**src/rtl/mult_div_pkg.sv**
```systemverilog
// Shared constants and types for the iterative multiply/divide unit.
package mult_div_pkg;

   localparam int MD_ITERS = 32;
   localparam int CNT_W    = 6;

   typedef enum logic [1:0] {
      S_IDLE = 2'd0,
      S_MUL  = 2'd1,
      S_DIV  = 2'd2,
      S_DONE = 2'd3
   } md_state_e;

   function automatic logic [31:0] abs32(input logic [31:0] v);
      return v[31] ? (~v + 32'd1) : v;
   endfunction

endpackage

```
**src/rtl/md_addsub.sv**
```systemverilog
// 33-bit adder/subtractor shared by the Booth and restoring-divide steps.
module md_addsub (
   input  logic [32:0] a,
   input  logic [32:0] b,
   input  logic        sub,
   output logic [32:0] sum,
   output logic        carry
);

   logic [33:0] full;

   always_comb begin
      full = {1'b0, a} + {1'b0, b ^ {33{sub}}} + {33'd0, sub};
   end

   assign sum   = full[32:0];
   assign carry = full[33];

endmodule

```
**src/rtl/mult_div_unit.sv**
```systemverilog
// Iterative signed 32-bit multiply (radix-2 Booth) and divide (restoring),
// one step per clock, 32 steps per operation.
module mult_div_unit
   import mult_div_pkg::*;
#(
   parameter int ITERS = MD_ITERS
) (
   input  logic        clock,
   input  logic        reset,
   input  logic [31:0] data_operandA,
   input  logic [31:0] data_operandB,
   input  logic        ctrl_MULT,
   input  logic        ctrl_DIV,
   output logic [31:0] data_result,
   output logic        data_exception,
   output logic        data_resultRDY,
   output logic        busy
);

   md_state_e state_q, state_d;

   logic [CNT_W-1:0] cnt;
   logic [32:0]      acc;
   logic [31:0]      mq;
   logic             q_1;
   logic [31:0]      mcand;
   logic             neg_q;
   logic             div_zero;
   logic             div_ovf;

   logic [32:0] as_a, as_b, as_sum, bsum;
   logic        as_sub, as_carry;
   logic [32:0] nxt_acc;
   logic [31:0] nxt_mq;
   logic        nxt_q1;
   logic        last, start;
   logic [31:0] fin_res;
   logic        fin_exc;

   md_addsub u_addsub (
      .a     (as_a),
      .b     (as_b),
      .sub   (as_sub),
      .sum   (as_sum),
      .carry (as_carry)
   );

   assign last  = (cnt == CNT_W'(ITERS - 1));
   assign start = ((state_q == S_IDLE) || (state_q == S_DONE))
                  && (ctrl_MULT || ctrl_DIV);

   always_comb begin
      state_d = state_q;
      unique case (state_q)
         S_IDLE, S_DONE: begin
            if (ctrl_MULT)     state_d = S_MUL;
            else if (ctrl_DIV) state_d = S_DIV;
            else               state_d = S_IDLE;
         end
         S_MUL, S_DIV: begin
            if (last) state_d = S_DONE;
         end
         default: state_d = S_IDLE;
      endcase
   end

   // Divide step: trial-subtract divisor from shifted remainder; carry=1 means no borrow.
   always_comb begin
      as_a    = {acc[31:0], mq[31]};
      as_b    = {1'b0, mcand};
      as_sub  = 1'b1;
      bsum    = acc;
      nxt_acc = acc;
      nxt_mq  = mq;
      nxt_q1  = q_1;
      if (state_q == S_MUL) begin
         as_a    = acc;
         as_b    = {mcand[31], mcand};
         as_sub  = mq[0];
         bsum    = (mq[0] ^ q_1) ? as_sum : acc;
         nxt_acc = {bsum[32], bsum[32:1]};
         nxt_mq  = {bsum[0], mq[31:1]};
         nxt_q1  = mq[0];
      end else if (state_q == S_DIV) begin
         nxt_acc = as_carry ? as_sum : as_a;
         nxt_mq  = {mq[30:0], as_carry};
      end
   end

   always_comb begin
      fin_res = nxt_mq;
      fin_exc = 1'b0;
      if (state_q == S_MUL) begin
         fin_exc = (nxt_acc[31:0] != {32{nxt_mq[31]}});
      end else if (div_zero) begin
         fin_res = 32'd0;
         fin_exc = 1'b1;
      end else begin
         fin_res = neg_q ? (~nxt_mq + 32'd1) : nxt_mq;
         fin_exc = div_ovf;
      end
   end

   always_ff @(posedge clock or posedge reset) begin
      if (reset) state_q <= S_IDLE;
      else       state_q <= state_d;
   end

   always_ff @(posedge clock or posedge reset) begin
      if (reset) begin
         cnt            <= '0;
         acc            <= '0;
         mq             <= '0;
         q_1            <= 1'b0;
         mcand          <= '0;
         neg_q          <= 1'b0;
         div_zero       <= 1'b0;
         div_ovf        <= 1'b0;
         data_result    <= '0;
         data_exception <= 1'b0;
      end else if (start) begin
         cnt      <= '0;
         acc      <= '0;
         q_1      <= 1'b0;
         neg_q    <= data_operandA[31] ^ data_operandB[31];
         div_zero <= (data_operandB == 32'd0);
         div_ovf  <= (data_operandA == 32'h8000_0000)
                     && (data_operandB == 32'hFFFF_FFFF);
         if (ctrl_MULT) begin
            mq    <= data_operandB;
            mcand <= data_operandA;
         end else begin
            mq    <= abs32(data_operandA);
            mcand <= abs32(data_operandB);
         end
      end else if ((state_q == S_MUL) || (state_q == S_DIV)) begin
         cnt <= cnt + CNT_W'(1);
         acc <= nxt_acc;
         mq  <= nxt_mq;
         q_1 <= nxt_q1;
         if (last) begin
            data_result    <= fin_res;
            data_exception <= fin_exc;
         end
      end
   end

   assign busy           = (state_q == S_MUL) || (state_q == S_DIV);
   assign data_resultRDY = (state_q == S_DONE);

endmodule
```
**config.mk**
```make
export PLATFORM = sky130hd
export DESIGN_NAME = mult_div_unit
export DESIGN_NICKNAME = d
export VERILOG_FILES = /design/src/rtl/mult_div_pkg.sv /design/src/rtl/md_addsub.sv /design/src/rtl/mult_div_unit.sv
export SDC_FILE = /design/constraint.sdc
export NUM_CORES = 1
export LEC_CHECK = 0
export CORE_UTILIZATION = 40
export DETAILED_ROUTE_END_ITERATION = 12
export PLACE_DENSITY = 0.54
export SETUP_SLACK_MARGIN = 0.5
export SLEW_MARGIN = 20
export SYNTH_ARGS = -nofsm -noshare
export SYNTH_HDL_FRONTEND = slang
export SYNTH_SLANG_ARGS = --single-unit
```
**constraint.sdc**
```tcl
create_clock -name clock -period 9.5 [get_ports clock]
set_input_delay 0.95 -clock clock [delete_from_list [all_inputs] [get_ports clock]]
set_output_delay 0.95 -clock clock [all_outputs]
set_load 0.05 [all_outputs]
```
After elaboration in Yosys (flattened, before gate mapping)
Index checks and enable logic that the tools add are counted.

word-level totals
  register bits = 142
  latch bits = 0
  memory bits (writable) = 0
  memory bits (read-only) = 0
  output and inout port bits = 35
  word-level logic and storage cells = 79
  memories kept = 0

cells by class
  add/sub/neg operators = 6
  $mul = 0
  divide/modulo/power cells = 0
  magnitude comparators = 0
  eq/ne operators = 8
  shift operators = 0
  muxes and demuxes = 31
  bitwise operators = 7
  reductions and logical operators = 15

operators with widths
  operator               count
  $mux 32                11
  $mux 33                8
  $add 32x1->32 const B  3
  $not 32->32            3
  $eq 32x32->1 const B   2
  $add 33x33->34         1
  $add 34x1->34          1
  $xor 33x33->33         1
  $logic_not 32->1       1
  $ne 32x32->1           1
  $mux 6                 2
  $add 6x1->6 const B    1
  $eq 6x5->1 const B     1
  $mux 1                 6
  $mux 2                 3
  $eq 2x2->1 const B     2
  $pmux 2 s2             1
  $reduce_and 2->1       2
  $reduce_bool 2->1      2
  $reduce_or 2->1        2
  $logic_or 1x1->1       3
  $reduce_and 3->1       1
  $reduce_bool 3->1      1
  $eq 2x1->1 const B     1
  5 further kinds        7

Depth between registers and ports, before layout
Gate-level depths: netlist (run 1).

  depth in word-level cells = 12
  depth in mapped cells = 31

Hierarchy
From an unflattened synthesis (run 1), not the netlist that was laid out.

unflattened totals
  cell total of the unflattened synthesis = 1685
  area, all modules = 13282.7 um^2

modules (own cells, without submodules)
  module         instances  cells each  area each (um^2)  sequential area each (um^2)
  mult_div_unit  1          1387        11131.9           3553.4
  md_addsub      1          298         2150.8            0.0

Worst setup path after synthesis (run 1)
OpenSTA, ideal clock, no wires.

  kind = reg2reg
  from = register state_q[1]
  to = register data_result[30]
  arrival time = 7.028 ns
  data required time = 9.379 ns
  path slack = 2.351 ns
  cell stages (with the launch flop) = 31
  clock period less this slack = 7.149 ns
  path through = dfrtp_1 inv_1 ha_1 buf_1 buf_1 clkbuf_1 buf_1 buf_2 buf_2 buf_1 clkbuf_1 mux2_2 ha_1 buf_6 a21oi_2 o221ai_1 a221o_1 a221oi_4 and2_1 buf_6 clkbuf_1 nand2_1 a21boi_0 ha_1 o211ai_1 nand2b_1 nor2_1 and3_1 a31oi_1 xnor2_1 a22o_1

on the way
  longest elaborated chain between the ends = 12
  elaborated cells between the ends (all ways) = 22

ends and longest elaborated chain
  what                                      RTL line                                                        text
  start, declared                           mult_div_unit.sv:20                                             md_state_e state_q, state_d;
  start signal, assigned                    mult_div_unit.sv:106                                            else state_q <= state_d;
  $eq 2x1->1                                mult_div_unit.sv:76, mult_div_unit.sv:93, mult_div_unit.sv:136
  $mux 1 / $mux 33 (equally long branches)  mult_div_unit.sv:76                                             if (state_q == S_MUL) begin
  $xor 33x33->33                            md_addsub.sv:13                                                 full = {1'b0, a} + {1'b0, b ^ {33{sub}}} + {33'd0, sub};
  $add 33x33->34                            md_addsub.sv:13
  $add 34x1->34                             md_addsub.sv:13
  $mux 32                                   mult_div_unit.sv:84                                             end else if (state_q == S_DIV) begin
  $mux 32                                   mult_div_unit.sv:76
  $not 32->32                               mult_div_unit.sv:99                                             fin_res = neg_q ? (~nxt_mq + 32'd1) : nxt_mq;
  $add 32x1->32                             mult_div_unit.sv:99
  $mux 32                                   mult_div_unit.sv:99
  $mux 32                                   mult_div_unit.sv:95                                             end else if (div_zero) begin
  $mux 32                                   mult_div_unit.sv:93                                             if (state_q == S_MUL) begin
  end signal, assigned                      mult_div_unit.sv:142                                            data_result <= fin_res;
  end, declared                             mult_div_unit.sv:14                                             output logic [31:0] data_result,

Parallel ways exist; a longest one is shown, timed or not.
A chain may end at the register's enable or synchronous reset.

Worst setup path in the final report (run 1)
Ends and elaborated chain as after synthesis.

==> results of run 1 <==
-- sequential cells by signal (all words and copies together) (netlist names) --
signal	flops
state_q	2
neg_q	1
q_1	1
mcand	32
div_ovf	1
acc	33
data_exception	1
data_result	32
cnt	6
mq	32
div_zero	1
-- metal layers --
metal | wire (um) | GRT usage (%)
met2 | 23400 | 49.5
met1 | 21900 | 39.9
met5 | 0 | 0
met4 | 1570 | 10.7
met3 | 3050 | 4.52
-- through the flow --
step | instances | worst slack [ns]
detailed placement | 2166 | 3.10
finish | 2198 | 3.01
global route | 2198 | 2.59
global placement | 2166 | 3.36
CTS | 2198 | 3.10
floorplan | 1723 | 2.35
-- layout by cell type (no fill, tap or decap), types with 26 or more instances in the layout --
master	n
a21oi_1	157
a22o_1	39
clkdlybuf4s50_1	100
dfrtp_1	142
ha_1	39
mux2_2	35
mux2i_1	43
nand2_1	244
nand3_1	33
nand4_1	26
nor2_1	137
o21ai_0	187
xnor2_1	73
xor2_1	73
-- where the power goes --
group,switching [mW],total (mW),internal (mW)
Clock,0.299,0.736,0.437
Combinational,3.20,4.95,1.75
Sequential,0.267,1.07,0.805
-- Yosys cell counts, types with 5 or more instances --
library cell	number
a211o_1	11
a211oi_1	20
a21o_1	18
a21oi_1	158
a22o_1	39
a31oi_1	22
and2_1	12
and3_1	8
buf_1	14
buf_2	19
clkbuf_1	81
dfrtp_1	142
ha_1	41
inv_1	24
mux2_2	35
mux2i_1	43
nand2_1	244
nand2b_1	15
nand3_1	33
nand4_1	26
nor2_1	137
nor2b_1	11
nor3_1	26
nor4_1	14
o211ai_1	18
o21a_1	5
o21ai_0	187
o21ai_1	9
o22ai_1	8
o31ai_1	22
o41ai_1	15
or2_2	6
or3_1	10
or4_1	12
xnor2_1	74
xor2_1	73
-- cells by family (layout without fill, tap and decap cells) --
logic type | Yosys count | in the layout | share of synthesized area, %
AOI/OAI and AO/OA | 594 | 594 | 28.6
and+or+nand+nor | 575 | 575 | 20.0
xor gates and xnor gates | 147 | 147 | 9.74
buffers and inverters | 145 | 178 | 4.58
DFF | 142 | 142 | 26.9
muxes | 78 | 78 | 6.24
adders and majority gates | 42 | 42 | 4.03
-- worst min-delay path: cells and delay by family (launching register included) --
kind / cells / cell delay (ns)
flip-flops: 1 / 0.35
AND/OR/NAND/NOR: 2 / 0.10
-- layout make-up --
type | count | area share (%)
Multi-Input combinational cell | 1436 | 60.4
Sequential cell | 142 | 23.5
Timing Repair Buffer | 121 | 7.66
Tap cell | 442 | 3.66
Clock buffer | 21 | 3.12
Clock inverter | 11 | 1.01
Inverter | 25 | 0.655
-- final timing paths --
path                            cells past startpoint              end            from  slack, ns
worst max register to register                     21  data_result[30]      state_q[1]       3.01
worst min-delay path                                2   data_result[7]  data_result[7]       0.47
max in group asynchronous                           3  data_result[31]           reset       7.07
min in group asynchronous                           2        mcand[10]           reset       1.02
worst min register to register                      2   data_result[7]  data_result[7]       0.47
worst max-delay path                               21  data_result[30]      state_q[1]       3.01
==> results.py, run 1 <==
metrics = {
    "floorplanning": {
        "core_area_um2": 32500,
        "die_w_um": 184,
        "die_y_um": 184,
        "die-area_um2": 33800,
        "num_rows": 66,
        "ios": 103,
        "initial_utilization_pct": 40.6,
    },
    "pwr": {
        "p_total_mw": 6.76,
        "irDropWorstVdd_mv": 0.176,
        "p_leak_nw": 6.03,
        "pwr_density_cell_nw_per_um2": 448,
    },
    "final_layout": {
        "multi_input_area_um2": 9120,
        "regArea_um2": 3550,
        "fillers": 3386,
        "diodes": 0,
        "syn_to_final_growth_pct": 14.2,
        "fin_area_um2": 15100,
        "nets": 1853,
        "final_core_util_pct": 46.4,
        "layout-drive-gt1-share_pct": 7.06,
    },
    "global_route": {
        "grt_pass1_vias": 13000,
        "gr-total-overflow": 0,
        "grt_pass1_wl_um": 77400,
        "grt_usage_pct": 30.1,
        "grt_start_max_net_pins": 83,
        "antenna_found_initial": 0,
    },
    "synthesis": {
        "ys_types": 87,
        "netlist_top_cells_area": "dfrtp_1 27%, o21ai_0 7.1%, nand2_1 6.9%",
        "ys_seq_elements": 142,
        "synth_fp_nets": 1833,
        "synth_cells": 1723,
        "avgSynthCellArea_um2": 7.67,
        "syn_area_um2": 13200,
        "yosys_warnings": 0,
        "synthFlopType": "dfrtp_1",
        "async_reset_ff_share_pct": 100,
        "ys_seq_area_share_pct": 26.9,
        "synth_edf_count": 0,
        "synth_top_area_share_pct": 26.9,
        "synth_top_area_cell": "dfrtp_1",
    },
    "detailed_routing": {
        "antenna_left": 0,
        "wl_per_cell_um": 22.7,
        "drt_iter0_drc": 1168,
        "route.vias.total": 13500,
        "drtPass1Iterations": 5,
        "drc": 0,
        "via_per_inst": 6.13,
        "wl_um": 49900,
    },
    "sta": {
        "timing.fmax_ghz": 0.154,
        "whs_ns": 0.472,
        "hold_violations": 0,
        "worst_pin_slew_ns": 1.06,
        "setup_viol": 0,
        "setup_tns_ns": 0,
        "finClkSkew_ns": 0.0117,
        "finalCriticalPeriod_ns": 6.49,
        "period_share_pct": 68.3,
        "slew_violations": 0,
        "maxSlewHeadroom_pct": 29.3,
        "rsz0062_at_grt": "false",
    },
    "worst_setup_path": {
        "crit_fanout": 16,
        "slowest_stage": "nor2b_4",
        "cp_top_family": "compound AO/OA/AOI/OAI gates",
        "end_kind": "flip-flop",
        "path_class": "flip-flop to flip-flop",
        "crit_chain": "inv_1, ha_1, nor2b_4, buf_4, xnor2_1, ha_1, a21oi_1, o21ai_1, a221o_1, a221oi_4, and2_1, nand2_1, a21boi_0, ha_1, o211ai_1, nand2b_1, nor2_1, and3_1, a31oi_1, xnor2_1, a22o_1",
        "cp_slowest_stage_delay_ns": 0.61,
        "crit_path_start_kind": "flip-flop",
        "crit_buf_inv": 2,
        "crit_top_cell": "ha_1",
        "crit_arrival_ns": 6.82,
        "crit_required_ns": 9.83,
    },
    "clock_tree": {
        "root_buffer": "clkbuf_16",
        "cts_buffers": 17,
        "htreeDepth": 4,
        "cts_tree": "yes",
        "clock_latency_ns": 0.45,
        "hold_buffers": 0,
        "cts_setup_buffers": 0,
        "clk_pin_slew_ns": 0.07,
        "clock_sinks": 142,
        "clockBufferDepth": 2,
        "cts_resized": 0,
    },
    "min_path": {
        "hold_class": "flip-flop to flip-flop",
    },
    "place": {
        "placed_area_um2": 14500,
        "routabilityCongestion": 0.942,
        "portBuffers": 102,
        "dp_hpwl_um": 36700,
    },
    "outcome": {
        "status": "completed",
    },
    "run": {
        "cap_violations": 0,
    },
}
Power figures use the tool's default switching activity.
==> run 2: changes to the inputs <==
- clock period: 9.5 -> 6.6 ns (I/O delays scaled with it)
==> run 2 against run 1 <==
  * Clock power up 37%
  * Hold slack better by 0.0052 ns
  * Critical path depth down 4
  * Non-clock buffer count up 5
  * Clock-buffer cell count down 1
  * Clock skew up 0.00067 ns
  * Register-to-register slack worse by 2.2 ns
  * Sequential power up 43%
  * Cell area up 0.22%
  * Cell count up 0.23%
  * Largest power group unchanged
==> results.py, run 2 (synthesis results as in run 1) <==
metrics = {
    "sta": {
        "finalCriticalPeriod_ns": 5.75,
        "setup_tns_ns": 0,
        "rsz0062_at_grt": "false",
        "worst_pin_slew_ns": 0.980,
        "whs_ns": 0.477,
        "slew_violations": 0,
        "maxSlewHeadroom_pct": 34.4,
        "finClkSkew_ns": 0.0124,
        "timing.fmax_ghz": 0.174,
        "hold_violations": 0,
        "period_share_pct": 87.2,
        "setup_viol": 0,
    },
    "global_route": {
        "grt_pass1_wl_um": 77700,
        "gr-total-overflow": 0,
        "antenna_found_initial": 1,
        "grt_usage_pct": 30.1,
        "grt_pass1_vias": 13000,
        "grt_start_max_net_pins": 105,
    },
    "final_layout": {
        "diodes": 0,
        "final_core_util_pct": 46.5,
        "final_common_cell": "nand2_1",
        "fin_cells": 2203,
        "nets": 1858,
        "syn_to_final_growth_pct": 14.5,
        "regMostFlops": "acc",
        "fillers": 3343,
        "layout_common_cells": "244 x nand2_1, 187 x o21ai_0, 156 x a21oi_1, 142 x dfrtp_1, 136 x nor2_1",
        "largest_reg_flops": 33,
        "layout-drive-gt1-share_pct": 7.50,
    },
    "worst_setup_path": {
        "rrSetupSlack_ns": 0.85,
        "slowest_stage": "or4_1",
        "crit_fanout": 31,
        "end_kind": "flip-flop",
        "crit_arrival_ns": 6.10,
        "crit_chain": "inv_1, ha_2, nor2b_4, buf_12, xnor2_1, ha_1, a21oi_2, o221ai_1, a221o_1, a221oi_4, nand2_2, nand2_1, o211ai_1, or4_1, mux2i_1, nand4_1, and2_1",
        "crit_required_ns": 6.94,
        "cp_slowest_stage_delay_ns": 0.54,
        "crit_path_start_kind": "flip-flop",
        "path_class": "flip-flop to flip-flop",
    },
    "detailed_routing": {
        "wl_per_cell_um": 22.7,
        "drc": 0,
        "antenna_left": 0,
        "route.vias.total": 13400,
        "drtPass1Iterations": 8,
        "wl_um": 50100,
        "via_per_inst": 6.10,
        "drt_iter0_drc": 1243,
    },
    "pwr": {
        "p_seq_share_pct": 15.6,
        "pwr-share-clk_pct": 10.3,
        "p_switching_mw": 5.45,
        "p_total_mw": 9.76,
        "p_leak_nw": 6.03,
        "irDropWorstVdd_mv": 0.593,
        "power.internal_mw": 4.31,
        "pwr-share-comb_pct": 74.1,
        "swShare_pct": 55.9,
        "pwr_density_cell_nw_per_um2": 645,
    },
    "floorplanning": {
        "ios": 103,
        "die-area_um2": 33800,
        "core_area_um2": 32500,
        "die_w_um": 184,
        "initial_utilization_pct": 40.6,
        "num_rows": 66,
        "die_y_um": 184,
    },
    "place": {
        "routabilityCongestion": 0.976,
        "portBuffers": 102,
        "dpl.cell_count": 2169,
        "dp_hpwl_um": 36600,
    },
    "clock_tree": {
        "cts_buffers": 17,
        "root_buffer": "clkbuf_16",
        "htreeDepth": 4,
        "clock_latency_ns": 0.45,
        "cts_tree": "yes",
        "clock_sinks": 142,
        "hold_buffers": 0,
        "clk_pin_slew_ns": 0.07,
        "clockBufferDepth": 2,
    },
    "run": {
        "cap_violations": 0,
    },
    "outcome": {
        "status": "completed",
    },
    "min_path": {
        "hold_class": "flip-flop to flip-flop",
    },
}
run 2: power by group through the flow:
stage,sequential [mW],clock [mW],combinational [mW]
after floorplan,1.37,0,5.33
after global placement,1.53,0,7.01
after detailed placement,1.53,0,7.01
after CTS,1.52,1.02,7.04
after global routing,1.56,1.05,7.83
final,1.53,1.01,7.23
run 2: per-layer routing:
metal,share of wire (%),vias to the layer above,global-route usage (%)
li1,-,6346,-
met3,6.4,84,4.54
met5,0,-,0
met4,2.6,0,9.10
met2,47,520,49.1
met1,44,6490,41.0
run 2: worst paths after layout:
path,startpoint,to,cells past startpoint
hold / removal,data_result[7],data_result[7],2
setup / recovery,state_q[1],data_exception,17
max in group asynchronous,reset,acc[30],3
setup reg to reg,state_q[1],data_exception,17
hold reg to reg,data_result[7],data_result[7],2
min in group asynchronous,reset,mcand[12],2
run 2: metrics by stage:
step                cell area, um^2  setup WS [ns]
CTS                           15100          0.747
floorplan                     13200          0.522
global placement              14500          0.824
finish                        15100          0.848
detailed placement            14500          0.768
global route                  15100          0.562
run 2: cell type report:
class | instances | area (um^2) | share of cell area [%]
Clock buffer | 20 | 447 | 2.95
Clock inverter | 12 | 135 | 0.893
Inverter | 25 | 98.8 | 0.653
Multi-Input combinational cell | 1436 | 9130 | 60.3
Sequential cell | 142 | 3550 | 23.5
Tap cell | 442 | 553 | 3.65
Timing Repair Buffer | 126 | 1220 | 8.05
run 2: critical path, delay by kind of cell, from the launching register on:
| family | cells | cell delay, ns |
|---|---|---|
| XOR/XNOR | 1 | 0.20 |
| AND/OR/NAND/NOR | 6 | 2.03 |
| buffers and inverters | 2 | 0.39 |
| multiplexers | 1 | 0.20 |
| AO/OA/AOI/OAI | 5 | 1.63 |
| flip-flops | 1 | 0.40 |
| adder cells (fa/ha/maj) | 2 | 0.73 |
run 2: repair_timing:
action / in CTS / in global routing
buffers inserted: 0 / 2
endpoints found under the setup margin: 0 / 8
gates resized for setup: 0 / 2
==> run 3: changes to the inputs <==
- CORE_UTILIZATION: 40 -> 35
- PLACE_DENSITY: 0.54 -> 0.48
==> run 3 against run 2 <==
  * Sequential share of layout area is 0.12 points lower
  * Power is 0.13% lower
  * Fmax is 1.2% higher
  * Highest routed layer unchanged
==> results.py, run 3 (synthesis results as in run 1) <==
metrics = {
    "floorplanning": {
        "die_w_um": 196,
        "ios": 103,
        "die-area_um2": 38500,
        "initial_utilization_pct": 35.9,
        "core_area_um2": 36900,
        "num_rows": 70,
        "die_y_um": 196,
    },
    "pwr": {
        "irDropWorstVdd_mv": 0.324,
        "p_seq_share_pct": 15.8,
        "swShare_pct": 56.0,
        "p_leak_nw": 6.04,
        "pwr-share-clk_pct": 9.8,
        "pwr-share-comb_pct": 74.4,
        "power.internal_mw": 4.29,
        "pwr_density_cell_nw_per_um2": 641,
        "p_switching_mw": 5.46,
    },
    "final_layout": {
        "final_common_cell": "nand2_1",
        "nets": 1860,
        "largest_reg_flops": 33,
        "final_core_util_pct": 41.3,
        "regMostFlops": "acc",
        "syn_to_final_growth_pct": 15.1,
        "layout-drive-gt1-share_pct": 7.55,
        "layout_common_cells": "244 x nand2_1, 187 x o21ai_0, 157 x a21oi_1, 142 x dfrtp_1, 136 x nor2_1",
        "diodes": 0,
        "fillers": 3879,
    },
    "clock_tree": {
        "clockBufferDepth": 2,
        "htreeDepth": 4,
        "clock_latency_ns": 0.46,
        "cts_tree": "yes",
        "cts_buffers": 17,
        "root_buffer": "clkbuf_16",
        "clock_sinks": 142,
        "clk_pin_slew_ns": 0.07,
    },
    "worst_setup_path": {
        "cp_slowest_stage_delay_ns": 0.51,
        "crit_path_start_kind": "flip-flop",
        "crit_arrival_ns": 6.03,
        "crit_required_ns": 6.95,
        "crit_fanout": 31,
        "end_kind": "flip-flop",
        "path_class": "flip-flop to flip-flop",
        "slowest_stage": "a221oi_4",
        "crit_chain": "inv_1, ha_2, nor2b_4, buf_12, xnor2_1, ha_1, a21oi_1, o221ai_1, a221o_1, a221oi_4, and2_1, buf_4, o21ai_0, a222oi_1, nand4_1, or4_1, a21oi_1, nand4_1, and2_1",
    },
    "global_route": {
        "grt_pass1_vias": 13000,
        "gr-total-overflow": 0,
        "grt_usage_pct": 26.7,
        "grt_start_max_net_pins": 95,
        "antenna_found_initial": 0,
        "grt_pass1_wl_um": 78900,
    },
    "detailed_routing": {
        "wl_um": 51200,
        "wl_per_cell_um": 22.6,
        "drt_iter0_drc": 1132,
        "antenna_left": 0,
        "drtPass1Iterations": 6,
        "drc": 0,
        "via_per_inst": 5.88,
        "route.vias.total": 13300,
    },
    "min_path": {
        "hold_class": "flip-flop to flip-flop",
    },
    "sta": {
        "period_share_pct": 86.1,
        "hold_violations": 0,
        "rsz0062_at_grt": "false",
        "setup_viol": 0,
        "slew_violations": 0,
        "finalCriticalPeriod_ns": 5.68,
        "worst_pin_slew_ns": 1.17,
        "setup_tns_ns": 0,
        "timing.fmax_ghz": 0.176,
        "finClkSkew_ns": 0.0162,
        "maxSlewHeadroom_pct": 21.4,
    },
    "place": {
        "dp_hpwl_um": 37300,
        "routabilityCongestion": 0.939,
        "portBuffers": 102,
    },
    "outcome": {
        "status": "completed",
    },
    "run": {
        "cap_violations": 0,
    },
}
## run 3: cell types whose count changed in the layout (fill, tap and decap cells not counted), sizes merged
cell,previous run,this run
buf,26,28
clkinv,4,9
bufinv,2,1
clkbuf,20,19
clkinvlp,4,2
inv,27,25
## run 3: path summary, 6_finish.rpt
kind / endpoint / start / slack (ns) / cells past startpoint
max: data_exception / state_q[1] / 0.92 / 19
max in group asynchronous: mq[29] / reset / 4.42 / 3
max reg2reg: data_exception / state_q[1] / 0.92 / 19
min: data_result[7] / data_result[7] / 0.47 / 2
min reg2reg: data_result[7] / data_result[7] / 0.47 / 2
min in group asynchronous: mcand[9] / reset / 0.68 / 2
## run 3: layout make-up
type                       instances  area (um^2)  share of cell area [%]
multi-input combinational       1436         9140                    60.1
sequential                       142         3550                    23.4
clock buffer                      19          443                    2.91
inverter                          25         98.8                   0.650
clock inverter                    12          116                   0.765
timing repair buffer             128         1230                    8.11
tap                              504          631                    4.14
## run 3: routing by layer
layer	track usage, %	wire length, um	part of all wire [%]	vias up
met1	37.4	23700	46	6414
met3	4.48	3260	6.4	81
met5	0	0	0	-
met2	41.8	22900	45	477
met4	8.10	1270	2.5	0
li1	-	-	-	6353
## run 3: critical path: cells and delay by family, from the launching register on
kind | cells | cell delay (ns)
AOI/OAI and AO/OA | 7 | 2.24
and+or+nand+nor | 6 | 1.36
buffers and inverters | 3 | 0.72
adders and majority gates | 2 | 0.63
DFF | 1 | 0.42
xor gates and xnor gates | 1 | 0.16
## run 3: metrics by stage
step	cells	instance area [um^2]	setup slack [ns]	hold WS, ns	power, mW
2_1_floorplan	1723	13200	0.522	0.449	6.70
3_3_place_gp	2232	14600	0.736	0.458	8.62
3_5_place_dp	2232	14600	0.590	0.459	8.59
4_1_cts	2263	15200	0.595	0.474	9.59
5_1_grt	2266	15200	0.575	0.494	10.5
6_report	2266	15200	0.919	0.470	9.75
## run 3: power groups by stage
stage,Combinational [mW],Sequential (mW),Clock (mW)
after floorplan,5.33,1.37,0
after global placement,7.08,1.54,0
after detailed placement,7.05,1.54,0
after CTS,7.08,1.53,0.981
after global routing,7.94,1.58,1.01
final,7.25,1.54,0.956
## run 3: repair_timing
item                                    CTS  global route
hold buffers                              0             0
gates resized for setup                   0             2
endpoints found under the hold margin     0             0
endpoints found under the setup margin    0             5
setup buffers                             0             3
